**src/rtl/unified_mem_arbiter_if.sv**
```systemverilog
// Bus bundle between the pipeline stages, the arbiter and the unified memory.
// The arbiter takes the slave view; the pipeline/memory side takes the master view.
interface unified_mem_arbiter_if #(
    parameter int ADDR_W = 32,
    parameter int DATA_W = 32
);
    // fetch requester
    logic              if_req;
    logic [ADDR_W-1:0] if_addr;
    logic              if_kill;
    logic              if_ack;
    logic [DATA_W-1:0] if_rdata;
    logic              if_stall;
    // data requester
    logic              d_req;
    logic              d_we;
    logic [ADDR_W-1:0] d_addr;
    logic [DATA_W-1:0] d_wdata;
    logic [2:0]        d_func3;
    logic              d_ack;
    logic [DATA_W-1:0] d_rdata;
    logic              d_stall;
    // memory port
    logic              mem_en;
    logic              mem_we;
    logic [ADDR_W-1:0] mem_addr;
    logic [DATA_W-1:0] mem_wdata;
    logic [2:0]        mem_func3;
    logic [DATA_W-1:0] mem_rdata;

    modport slave (
        input  if_req, if_addr, if_kill,
        input  d_req, d_we, d_addr, d_wdata, d_func3,
        input  mem_rdata,
        output if_ack, if_rdata, if_stall,
        output d_ack, d_rdata, d_stall,
        output mem_en, mem_we, mem_addr, mem_wdata, mem_func3
    );

    modport master (
        output if_req, if_addr, if_kill,
        output d_req, d_we, d_addr, d_wdata, d_func3,
        output mem_rdata,
        input  if_ack, if_rdata, if_stall,
        input  d_ack, d_rdata, d_stall,
        input  mem_en, mem_we, mem_addr, mem_wdata, mem_func3
    );
endinterface

```
**src/rtl/unified_mem_arbiter.sv**
```systemverilog
// Round-robin arbiter for the single-ported unified instruction/data memory.
// One access at a time: IDLE (arbitrate) -> ACCESS (LAT cycles) -> DONE (ack) -> IDLE.
//
//   state  | meaning
//   IDLE   | no access in flight; arbitrate between fetch and data
//   ACCESS | memory port enabled, counting down the fixed latency
//   DONE   | one-cycle ack to the winner; no arbitration
module unified_mem_arbiter #(
    parameter int ADDR_W = 32,
    parameter int DATA_W = 32,
    parameter int LAT    = 2
) (
    input  logic                   clk,
    input  logic                   rst,
    unified_mem_arbiter_if.slave   bus,
    output logic                   busy
);

    typedef enum logic [1:0] {S_IDLE, S_ACCESS, S_DONE} state_t;
    typedef enum logic {P_DATA, P_FETCH} prio_t;

    localparam logic [3:0] CNT_INIT = 4'(LAT - 1);
    localparam logic [2:0] FETCH_FUNC3 = 3'b010;

    state_t            state_q, state_d;
    prio_t             prio_q, prio_d;
    logic [3:0]        cnt_q, cnt_d;
    logic              sel_data_q, sel_data_d;   // winner of the current access is the data stage
    logic              kill_q, kill_d;           // in-flight fetch was flushed
    logic              mem_en_q, mem_en_d;
    logic              mem_we_q, mem_we_d;
    logic [ADDR_W-1:0] mem_addr_q, mem_addr_d;
    logic [DATA_W-1:0] mem_wdata_q, mem_wdata_d;
    logic [2:0]        mem_func3_q, mem_func3_d;
    logic              if_ack_q, if_ack_d;
    logic              d_ack_q, d_ack_d;
    logic [DATA_W-1:0] if_rdata_q, if_rdata_d;
    logic [DATA_W-1:0] d_rdata_q, d_rdata_d;
    logic              grant_data;
    logic              grant_fetch;

    // Next-state, arbitration and datapath capture.
    always_comb begin
        state_d     = state_q;
        prio_d      = prio_q;
        cnt_d       = cnt_q;
        sel_data_d  = sel_data_q;
        kill_d      = kill_q;
        mem_en_d    = mem_en_q;
        mem_we_d    = mem_we_q;
        mem_addr_d  = mem_addr_q;
        mem_wdata_d = mem_wdata_q;
        mem_func3_d = mem_func3_q;
        if_ack_d    = 1'b0;
        d_ack_d     = 1'b0;
        if_rdata_d  = if_rdata_q;
        d_rdata_d   = d_rdata_q;

        grant_data  = bus.d_req & (~bus.if_req | (prio_q == P_DATA));
        grant_fetch = bus.if_req & ~grant_data;

        case (state_q)
            S_IDLE: begin
                if (grant_data || grant_fetch) begin
                    state_d    = S_ACCESS;
                    mem_en_d   = 1'b1;
                    cnt_d      = CNT_INIT;
                    kill_d     = 1'b0;
                    sel_data_d = grant_data;
                    if (grant_data) begin
                        mem_we_d    = bus.d_we;
                        mem_addr_d  = bus.d_addr;
                        mem_wdata_d = bus.d_wdata;
                        mem_func3_d = bus.d_func3;
                        prio_d      = P_FETCH;
                    end else begin
                        mem_we_d    = 1'b0;
                        mem_addr_d  = bus.if_addr;
                        mem_wdata_d = '0;
                        mem_func3_d = FETCH_FUNC3;
                        prio_d      = P_DATA;
                    end
                end
            end
            S_ACCESS: begin
                if (bus.if_kill && !sel_data_q) begin
                    kill_d = 1'b1;
                end
                if (cnt_q == 4'd0) begin
                    state_d  = S_DONE;
                    mem_en_d = 1'b0;
                    mem_we_d = 1'b0;
                    if (sel_data_q) begin
                        d_ack_d = 1'b1;
                        if (!mem_we_q) begin
                            d_rdata_d = bus.mem_rdata;
                        end
                    end else if (!(kill_q || bus.if_kill)) begin
                        // A flushed fetch still completes on the memory side, but the
                        // stale instruction is dropped so if_rdata keeps its last value.
                        if_ack_d   = 1'b1;
                        if_rdata_d = bus.mem_rdata;
                    end
                end else begin
                    cnt_d = cnt_q - 4'd1;
                end
            end
            S_DONE: begin
                state_d = S_IDLE;
            end
            default: begin
                state_d = S_IDLE;
            end
        endcase
    end

    // State and output registers with synchronous reset.
    always_ff @(posedge clk) begin
        if (rst) begin
            state_q     <= S_IDLE;
            prio_q      <= P_DATA;
            cnt_q       <= '0;
            sel_data_q  <= 1'b0;
            kill_q      <= 1'b0;
            mem_en_q    <= 1'b0;
            mem_we_q    <= 1'b0;
            mem_addr_q  <= '0;
            mem_wdata_q <= '0;
            mem_func3_q <= 3'b000;
            if_ack_q    <= 1'b0;
            d_ack_q     <= 1'b0;
            if_rdata_q  <= '0;
            d_rdata_q   <= '0;
        end else begin
            state_q     <= state_d;
            prio_q      <= prio_d;
            cnt_q       <= cnt_d;
            sel_data_q  <= sel_data_d;
            kill_q      <= kill_d;
            mem_en_q    <= mem_en_d;
            mem_we_q    <= mem_we_d;
            mem_addr_q  <= mem_addr_d;
            mem_wdata_q <= mem_wdata_d;
            mem_func3_q <= mem_func3_d;
            if_ack_q    <= if_ack_d;
            d_ack_q     <= d_ack_d;
            if_rdata_q  <= if_rdata_d;
            d_rdata_q   <= d_rdata_d;
        end
    end

    assign bus.mem_en    = mem_en_q;
    assign bus.mem_we    = mem_we_q;
    assign bus.mem_addr  = mem_addr_q;
    assign bus.mem_wdata = mem_wdata_q;
    assign bus.mem_func3 = mem_func3_q;
    assign bus.if_ack    = if_ack_q;
    assign bus.d_ack     = d_ack_q;
    assign bus.if_rdata  = if_rdata_q;
    assign bus.d_rdata   = d_rdata_q;
    // Stalls are combinational so the stage advances in the ack cycle itself.
    assign bus.if_stall  = bus.if_req & ~if_ack_q;
    assign bus.d_stall   = bus.d_req & ~d_ack_q;
    assign busy          = (state_q != S_IDLE);

endmodule
```
**src/flat_wrapper.sv**
```systemverilog
// flat-port wrapper written by rule: the top's interface ports become plain ports
module unified_mem_arbiter_flat 
#(
    parameter int ADDR_W = 32,
    parameter int DATA_W = 32,
    parameter int LAT    = 2
)
  (clk, rst, busy, bus_if_req, bus_if_addr, bus_if_kill, bus_d_req, bus_d_we, bus_d_addr, bus_d_wdata, bus_d_func3, bus_mem_rdata, bus_if_ack, bus_if_rdata, bus_if_stall, bus_d_ack, bus_d_rdata, bus_d_stall, bus_mem_en, bus_mem_we, bus_mem_addr, bus_mem_wdata, bus_mem_func3);
  unified_mem_arbiter_if #(.ADDR_W(ADDR_W), .DATA_W(DATA_W)) bus_i ();
  input  logic clk;
  input  logic rst;
  output logic busy;
  input wire logic [$bits(bus_i.if_req)-1:0] bus_if_req;
  input wire logic [$bits(bus_i.if_addr)-1:0] bus_if_addr;
  input wire logic [$bits(bus_i.if_kill)-1:0] bus_if_kill;
  input wire logic [$bits(bus_i.d_req)-1:0] bus_d_req;
  input wire logic [$bits(bus_i.d_we)-1:0] bus_d_we;
  input wire logic [$bits(bus_i.d_addr)-1:0] bus_d_addr;
  input wire logic [$bits(bus_i.d_wdata)-1:0] bus_d_wdata;
  input wire logic [$bits(bus_i.d_func3)-1:0] bus_d_func3;
  input wire logic [$bits(bus_i.mem_rdata)-1:0] bus_mem_rdata;
  output wire logic [$bits(bus_i.if_ack)-1:0] bus_if_ack;
  output wire logic [$bits(bus_i.if_rdata)-1:0] bus_if_rdata;
  output wire logic [$bits(bus_i.if_stall)-1:0] bus_if_stall;
  output wire logic [$bits(bus_i.d_ack)-1:0] bus_d_ack;
  output wire logic [$bits(bus_i.d_rdata)-1:0] bus_d_rdata;
  output wire logic [$bits(bus_i.d_stall)-1:0] bus_d_stall;
  output wire logic [$bits(bus_i.mem_en)-1:0] bus_mem_en;
  output wire logic [$bits(bus_i.mem_we)-1:0] bus_mem_we;
  output wire logic [$bits(bus_i.mem_addr)-1:0] bus_mem_addr;
  output wire logic [$bits(bus_i.mem_wdata)-1:0] bus_mem_wdata;
  output wire logic [$bits(bus_i.mem_func3)-1:0] bus_mem_func3;
  assign bus_i.if_req = bus_if_req;
  assign bus_i.if_addr = bus_if_addr;
  assign bus_i.if_kill = bus_if_kill;
  assign bus_i.d_req = bus_d_req;
  assign bus_i.d_we = bus_d_we;
  assign bus_i.d_addr = bus_d_addr;
  assign bus_i.d_wdata = bus_d_wdata;
  assign bus_i.d_func3 = bus_d_func3;
  assign bus_i.mem_rdata = bus_mem_rdata;
  assign bus_if_ack = bus_i.if_ack;
  assign bus_if_rdata = bus_i.if_rdata;
  assign bus_if_stall = bus_i.if_stall;
  assign bus_d_ack = bus_i.d_ack;
  assign bus_d_rdata = bus_i.d_rdata;
  assign bus_d_stall = bus_i.d_stall;
  assign bus_mem_en = bus_i.mem_en;
  assign bus_mem_we = bus_i.mem_we;
  assign bus_mem_addr = bus_i.mem_addr;
  assign bus_mem_wdata = bus_i.mem_wdata;
  assign bus_mem_func3 = bus_i.mem_func3;
  unified_mem_arbiter #(.ADDR_W(ADDR_W), .DATA_W(DATA_W), .LAT(LAT)) u_core (.clk(clk), .rst(rst), .bus(bus_i), .busy(busy));
endmodule
```
**config.mk**
```make
export PLATFORM = sky130hd
export DESIGN_NAME = unified_mem_arbiter_flat
export DESIGN_NICKNAME = d
export VERILOG_FILES = /design/src/rtl/unified_mem_arbiter_if.sv /design/src/rtl/unified_mem_arbiter.sv /design/src/flat_wrapper.sv
export SDC_FILE = /design/constraint.sdc
export NUM_CORES = 1
export LEC_CHECK = 0
export BUFFER_PORTS_ARGS = -buffer_cell sky130_fd_sc_hd__buf_2
export CAP_MARGIN = 20
export CELL_PAD_IN_SITES_DETAIL_PLACEMENT = 1
export CELL_PAD_IN_SITES_GLOBAL_PLACEMENT = 1
export CORE_UTILIZATION = 33
export DETAILED_ROUTE_END_ITERATION = 8
export GPL_TIMING_DRIVEN = 0
export PLACE_DENSITY = 0.85
export SKIP_CTS_REPAIR_TIMING = 1
export SYNTH_ARGS = -nofsm -noshare
export SYNTH_HDL_FRONTEND = slang
export SYNTH_SLANG_ARGS = --single-unit
```
**constraint.sdc**
```tcl
create_clock -name clk -period 3.02 [get_ports clk]
set_clock_uncertainty 0.15 [all_clocks]
set_input_delay 0.302 -clock clk [delete_from_list [all_inputs] [get_ports clk]]
set_output_delay 0.302 -clock clk [all_outputs]
set_load 0.01 [all_outputs]
```
Word level (Yosys, flattened, before mapping)
Index checks and enable logic that the tools add are counted.
- equal/unequal tests: 5
- add/sub/neg operators: 1
- mux-type cells: 21
- bitwise logic cells: 15
- reductions and logical operators: 17
- multiply operators: 0
- magnitude comparators: 0
- div/mod/pow operators: 0
- shifts and indexed selects: 0
- operator list (operator ; count):
    two-way mux 32 bit ; 2
    inverter 1 bit ; 10
    two-way mux 1 bit ; 9
    AND reduction 3 bit ; 3
    two-way mux 4 bit ; 2
    case mux 4 bit (2 select lines) ; 1
    AND reduction 4 bit ; 2
    inequality test 2 x 1 -> 1 bit, second input constant ; 3
    case mux 1 bit (2 select lines) ; 3
    AND 1 bit ; 4
    zero test 4 bit ; 1
    two-way mux 2 bit ; 2
    case mux 2 bit (2 select lines) ; 1
    AND reduction 2 bit ; 2
    nonzero test 2 bit ; 2
    OR reduction 4 bit ; 1
    subtractor 4 x 1 -> 4 bit, second input constant ; 1
    two-way mux 3 bit ; 1
    OR reduction 3 bit ; 1
    equality test 2 x 1 -> 1 bit, second input constant ; 1
    zero test 2 bit ; 1
    logical OR 1 bit ; 2
    inequality test 2 bit, second input constant ; 1
    logical AND 1 bit ; 1
    other kinds (2) ; 2
- memories: 0
- bits in writable memories: 0
- bits of input ports: 137
- word-level logic and storage cells: 73
- bits in registers: 144
- ROM bits: 0
- bits in latches: 0
- output and inout port bits: 138

Depth between registers and ports, before layout
Gate-level depths: netlist of run 1.
- word-level depth: 8
- depth in mapped cells: 8
- gate-level depth less buffers: 5

Least setup slack after synthesis of run 1
Ideal clock, no wire load.
- path type: register to register
- from: reg u_core.cnt_q[0]
- to: reg u_core.if_rdata_q[1], in the netlist u_core.bus.if_rdata[1]
- path slack: 0.889 ns
- arrival: 1.866 ns
- data required time: 2.754 ns
- library setup time: 0.116 ns
- period minus slack after synthesis: 2.131 ns
- path buffers: 3
- stages on the path, launching flop included: 9
- cell sequence: dfxtp_1 -> inv_1 -> ha_1 -> or3b_1 -> buf_6 -> or3_4 -> buf_6 -> buf_6 -> a31o_1
- longest elaborated chain between the ends: 2
- RTL lines (element ; line ; text):
    start: declaration ; unified_mem_arbiter.sv:27 ; logic [3:0] cnt_q, cnt_d;
    start signal: assignment ; unified_mem_arbiter.sv:137 ; cnt_q <= cnt_d;
    zero test 4 bit ; unified_mem_arbiter.sv:89 ; if (cnt_q == 4'd0) begin
    AND reduction 4 bit (no line) ; -- ;
    end signal: assignment ; unified_mem_arbiter.sv:147 ; if_rdata_q <= if_rdata_d;
    end: declaration ; unified_mem_arbiter.sv:37 ; logic [DATA_W-1:0] if_rdata_q, if_rdata_d;
Every way passes these cells.
A chain may end at the register's enable or synchronous reset.

Final worst setup path of run 1
- from: reg u_core.state_q[1]
- to: reg u_core.mem_wdata_q[18], in the netlist u_core.bus.mem_wdata[18]
- longest elaborated chain between the ends: 2
- RTL lines (element ; line ; text):
    start: declaration ; unified_mem_arbiter.sv:25 ; state_t state_q, state_d;
    start signal: assignment ; unified_mem_arbiter.sv:135 ; state_q <= state_d;
    zero test 2 bit ; unified_mem_arbiter.sv:62 ; case (state_q)
    AND reduction 2 bit (no line) ; -- ;
    end signal: assignment ; unified_mem_arbiter.sv:143 ; mem_wdata_q <= mem_wdata_d;
    end: declaration ; unified_mem_arbiter.sv:33 ; logic [DATA_W-1:0] mem_wdata_q, mem_wdata_d;
Every way passes these cells.

==> results.md, run 1 <==
* Run status: finished with violations
* Failing checks: negative hold slack
* Syn Inst Count at 580
* Critical Path AT at about 2.8 ns
* Die width at around 130 um
* Largest net degree at the start of global routing at 17
* Via count at between 5000 and 6000
* CP Max Fanout at 10
* Max clock buf depth at 2
* Avg WL per Cell at between 15 and 20 um
* DIE HEIGHT at roughly 130 um
* Post-synthesis sequential area ratio at 0.511
* Total global-route track usage at 0.222
* Top cell type's share of synthesized area at 0.511
* Port bufs at 274
* Vias in the first global route at 5836
* First DRT Iteration DRCs at roughly 210
* Total CTS buffers at 17
* Power density over the cells at between 600 and 700 nW/um2
* Netlist cell types at 38
* Max-Slew Margin vs Limit at 0.458
* Hold WC Path Type: input port to flip-flop
* Fin crit share at 0.849
* Fmax achieved at roughly 390 MHz
* Max_cap viols at 0
* Starting density of the core at 0.338
* Net Count, Synth at roughly 700
* Setup violators final at 0
* Leading area contributor after synthesis: dfxtp_1
* R2r endpoint: u_core.bus.mem_wdata[18]
* Crit start category: flip-flop
* Hold Slack at -0.00272 ns
* Ports at ~280
* Post-layout min period at 2.56 ns
* HPWL after DPL at between 10 and 15 mm
* DIE AREA at 17500 um2
* Hold Crit Start: bus_if_addr[26]
* Synth top area cells: dfxtp_1 (51%), nand2_1 (6.8%), mux2i_1 (5.7%), a22o_1 (5.5%), a311oi_1 (5.0%)
* Ys async rst share at 0
* # clock sinks at 143
* Total wire length at 20.6 mm
* Worst path max stage delay at 0.60 ns
* Core ar. at approximately 17000 um2
* Worst slew pin tran at slightly above 0.8 ns
* Post-route ant nets at 0
* Synth Warn # at 0
* Setup TNS at 0 ns
* Most common cell in the synthesized netlist: dfxtp_1
* Avg Vias per Cell at around 5.1
* Critical path launch point: u_core.state_q[1]
* Final Max Slew Viols at 0
* Top_reg_cell synth: dfxtp_1
* Overall Power at 5.37 mW
* Initial antenna violation count at 1
* DRC Markers at 0
* Total grt overflow at 0
* Critical path's slowest cell: nor2_1
* Final hold vios at 3
* Nets at roughly 1000
* CTS Root Cell: clkbuf_16
* Setup crit end kind: flip-flop
* GPL Wtd Cong at 0.770
* Number of synthesized register bits at ~140
* Crit path kind: flip-flop to flip-flop
* Num rows at 47
* Maximum vdd drop at ~390 uV
* Path depth of the worst reg2reg path at 5
* Syn Area/Cell at roughly 9.7 um2
* Leakage at 3.81 nW
* Critical path, cell by cell: nor2_1 -> inv_1 -> nor3_2 -> buf_2 -> a22o_1
* Clock-pin transition on the worst setup and hold timing paths at roughly 0.060 ns
* RSZ-0062 raised after global routing: false
* Post-synth EDFFs at 0
* R2r startpoint: u_core.state_q[1]
* Commonest cells post-synth: dfxtp_1 (143), nand2_1 (101), clkbuf_1 (41)
* First-pass DRT Iterations at 6
* Share of cells above drive strength 1 at 0.357
* First-pass GRT wire length at between 30 and 40 mm
* WHS Endpoint: u_core.bus.mem_addr[26]
* Clk_lat worst skew at slightly above 0.4 ns
* Worst hold path stage count at 3
* Area growth from synthesis to layout at 47.3%
* Mapped cell area at 5600 um2
* R2R setup slack at around 0.46 ns
* H-Tree Depth at 4
* CTS tree: built
* Req. time, crit path at about 3.2 ns
[logic make-up (layout without fill, tap and decap cells)]
kind of cell,after synthesis,in the layout,synth area share
compound gates,150,150,0.207
fa+ha+maj,1,1,0.00223
flops,143,143,0.511
other cells,0,1,0
buf+inv,64,404,0.0550
simple gates,190,190,0.167
mux,32,32,0.0572
[metrics by stage]
stage / utilization / setup WS, ns / cell area (um2) / std cells
2_1_floorplan: - / 0.889 / 5600 / 580
3_3_place_gp: 0.437 / 0.540 / 7240 / 1074
3_5_place_dp: 0.437 / 0.515 / 7240 / 1074
4_1_cts: 0.476 / 0.503 / 7890 / 1105
5_1_grt: 0.497 / 0.233 / 8250 / 1141
6_report: 0.497 / 0.455 / 8250 / 1141
[placed cells by master, fill, tap and decap left out, types with 2 or more instances in the layout]
master,instances
a21oi_1,38
a22o_1,35
a311oi_1,32
a31o_1,30
a31o_2,2
buf_2,283
buf_6,7
bufinv_16,5
clkbuf_1,42
clkbuf_16,17
clkinv_4,2
dfxtp_1,143
dlygate4sd3_1,35
inv_1,6
inv_6,3
mux2i_1,32
nand2_1,101
nand2b_1,34
nor2_1,4
nor2b_1,4
nor3_1,2
nor4_1,34
o21ai_0,4
or3_1,2
or4_1,2
[how the worst max path moves through the flow]
stage               depth (start not counted)  slack [ns]                        to
finish                                      5        0.46  u_core.bus.mem_wdata[18]
global route                                5        0.23  u_core.bus.mem_wdata[18]
CTS                                         5        0.50  u_core.bus.mem_wdata[18]
detailed placement                          5        0.51  u_core.bus.mem_wdata[11]
global placement                            5        0.54   u_core.bus.mem_wdata[9]
floorplan                                   8        0.89    u_core.bus.if_rdata[1]
[sequential cells by signal, summed over array words and instances, names as in the netlist]
register / cells
u_core.bus.d_rdata: 32
u_core.bus.if_rdata: 32
u_core.bus.mem_addr: 32
u_core.bus.mem_wdata: 32
u_core.cnt_q: 4
u_core.bus.mem_func3: 3
u_core.state_q: 2
u_core.bus.d_ack: 1
u_core.bus.if_ack: 1
u_core.bus.mem_en: 1
u_core.bus.mem_we: 1
u_core.kill_q: 1
u_core.sel_data_q: 1
[critical path, delay by kind of cell (launching register included)]
| family | cells | cell delay, ns |
|---|---|---|
| compound gates | 1 | 0.19 |
| buf+inv | 2 | 0.68 |
| simple gates | 2 | 1.16 |
| flops | 1 | 0.32 |
[per-layer routing]
metal	track usage	part of all wire
met1	0.267	0.42
met2	0.387	0.51
met3	0.0442	0.045
met4	0.0881	0.024
met5	0	0
[final cells by class]
cell class | count | area [um2]
clock inverter | 12 | 206
clock buffer | 19 | 443
inverter | 6 | 22.5
buffer | 58 | 285
tap | 220 | 275
sequential | 143 | 2860
antenna | 1 | 2.50
timing repair buffer | 309 | 1720
multi-input combinational | 373 | 2430
fill | 1980 | 8340
[power by group]
group | internal (mW) | total, mW | leakage, nW | switching, mW
Clock | 1.49 | 2.32 | 0.314 | 0.827
Combinational | 0.381 | 0.939 | 2.33 | 0.559
Sequential | 2.03 | 2.11 | 1.17 | 0.0770
Total | 3.90 | 5.37 | 3.81 | 1.46
Power figures use the tool's default switching activity.
==> run 2: changes to the inputs <==
--- a/config.mk
+++ b/config.mk
@@ -9,10 +9,10 @@
 export CAP_MARGIN = 20
 export CELL_PAD_IN_SITES_DETAIL_PLACEMENT = 1
 export CELL_PAD_IN_SITES_GLOBAL_PLACEMENT = 1
-export CORE_UTILIZATION = 33
+export CORE_UTILIZATION = 30
 export DETAILED_ROUTE_END_ITERATION = 8
 export GPL_TIMING_DRIVEN = 0
-export PLACE_DENSITY = 0.85
+export PLACE_DENSITY = 0.82
 export SKIP_CTS_REPAIR_TIMING = 1
 export SYNTH_ARGS = -nofsm -noshare
 export SYNTH_HDL_FRONTEND = slang
==> constraint.sdc (replaced) <==
create_clock -name clk -period 2.1 [get_ports clk]
set_clock_uncertainty 0.15 [all_clocks]
set_input_delay 0.21 -clock clk [delete_from_list [all_inputs] [get_ports clk]]
set_output_delay 0.21 -clock clk [all_outputs]
set_load 0.01 [all_outputs]
==> results.md, run 2 (synthesized netlist as in run 1, its figures left out) <==
* Run status: finished with violations
* Failing checks: design-rule violations, negative hold slack, negative setup slack
* Critical path, cell by cell: inv_2 -> ha_4 -> or3b_4 -> buf_8 -> or3_4 -> buf_6 -> a31o_1
* Final Max Slew Viols at 0
* Worst slew pin tran at 0.822 ns
* R2R setup slack at -0.08 ns
* Fin crit share at 1.04
* Initial antenna violation count at 5
* Setup crit end kind: flip-flop
* Leakage at 4.31 nW
* Critical Path AT at approximately 2.3 ns
* Clk_lat worst skew at ~0.42 ns
* Nets at 1152
* Largest net degree at the start of global routing at 17
* # clock sinks at around 140
* Max_cap viols at 0
* CTS tree: built
* Max clock buf depth at 2
* Die width at 139 um
* Setup violators final at 30
* Hold Slack at -0.0151 ns
* Critical path's slowest cell: or3_4
* DRC Markers at 16
* Share of cells above drive strength 1 at 0.346
* H-Tree Depth at 4
* RSZ-0062 raised after global routing: true
* Area growth from synthesis to layout at 68.8%
* Power density over the cells at between 800 and 900 nW/um2
* Max-Slew Margin vs Limit at 0.452
* CP Max Fanout at 10
* Maximum vdd drop at between 500 and 600 uV
* First-pass DRT Iterations at 7
* Most frequent cells in the layout: buf_2 (283), dfxtp_1 (141), dlygate4sd3_1 (130)
* First-pass GRT wire length at 31.0 mm
* Total global-route track usage at 0.205
* Clock-pin transition on the worst setup and hold timing paths at approximately 0.06 ns
* DIE AREA at ~19000 um2
* Fmax achieved at between 400 and 500 MHz
* Hold WC Path Type: input port to flip-flop
* GPL Wtd Cong at roughly 0.74
* Final Non-Filler Cells at ~1300
* Crit start category: flip-flop
* Vias in the first global route at between 5000 and 6000
* Req. time, crit path at approximately 2.3 ns
* Core ar. at roughly 18000 um2
* Crit path kind: flip-flop to flip-flop
* Post-route ant nets at 0
* CTS Root Cell: clkbuf_16
* Worst Slack Setup Final at -0.0791 ns
* Total CTS buffers at 17
* Post-layout min period at between 2 and 2.5 ns
* Final hold vios at 1
* Final Cell Area at around 9400 um2
* FILL cells at approximately 2100
* Starting density of the core at 0.308
* Leading cell type in the layout, fill and taps excluded: buf_2
* Total wire length at ~25 mm
* Avg WL per Cell at roughly 20 um
* Avg Vias per Cell at between 5 and 6
* DIE HEIGHT at roughly 140 um
* Via count at 6511
* First DRT Iteration DRCs at 250
* Port bufs at between 200 and 300
* Placed Area at between 7000 and 8000 um2
* Ports at 275
* Num rows at between 40 and 50
* Placed Cells incl. Taps at ~1100
* Worst path max stage delay at 0.42 ns
* HPWL after DPL at 14.6 mm
* Total grt overflow at 0
==> run 2: cell types whose count changed in the layout (fill, tap and decap cells not counted), sizes merged <==
| cell | before | now |
|---|---|---|
| dlygate4sd3 | 35 | 130 |
| buf | 291 | 300 |
| diode | 1 | 5 |
| clkbuf | 60 | 62 |
| clkinv | 3 | 4 |
| clkinvlp | 1 | 2 |
| inv | 9 | 8 |
==> run 2: final cells by class <==
type / count / area [um2] / share of cell area
multi-input cells: 373 / 2480 / 0.262
inverters: 6 / 22.5 / 0.00238
repair buffers: 417 / 2830 / 0.300
diodes: 5 / 12.5 / 0.00132
clock inverters: 13 / 210 / 0.0222
flip-flops and latches: 143 / 2870 / 0.303
well taps: 229 / 287 / 0.0303
plain buffers: 56 / 300 / 0.0318
clock buffers: 19 / 443 / 0.0469
==> run 2: worst paths after layout <==
path	from	to	depth (start not counted)
hold reg to reg	u_core.bus.d_rdata[10]	u_core.bus.d_rdata[10]	2
hold / removal	bus_mem_rdata[12]	u_core.bus.d_rdata[12]	3
setup reg to reg	u_core.cnt_q[0]	u_core.bus.if_rdata[19]	7
setup / recovery	u_core.cnt_q[0]	u_core.bus.if_rdata[19]	7
==> run 2: per-stage QoR <==
stage,TNS (ns),util,setup slack [ns],hold WS (ns),power (mW)
after floorplan,0,-,0.0154,0.186,3.80
after global routing,-3.37,0.521,-0.138,-0.0103,8.38
after global placement,-22.38,0.401,-0.287,0.270,4.35
after CTS,-33.25,0.437,-0.378,-0.173,7.77
final,-1.30,0.521,-0.0791,-0.0151,8.06
after detailed placement,-27.18,0.401,-0.332,0.274,4.38
==> run 2: per-layer routing <==
metal	vias to the layer above	wire length, um	track usage
met2	261	13100	0.350
met4	0	1180	0.106
li1	2997	-	-
met5	-	0	0
met3	85	1230	0.0539
met1	3168	9470	0.236
==> run 2: power by group <==
group	switching (mW)	leakage, nW	total (mW)	internal [mW]
logic	0.900	2.83	1.63	0.731
clock network	1.24	0.314	3.39	2.15
registers	0.124	1.17	3.04	2.92
total	2.26	4.31	8.06	5.80
==> run 2: worst max-delay path: cells and delay by family, from the launching register on <==
kind / cells / cell delay, ns
compound gates: 1 / 0.24
simple gates: 2 / 0.82
buf+inv: 3 / 0.40
flops: 1 / 0.32
fa+ha+maj: 1 / 0.14
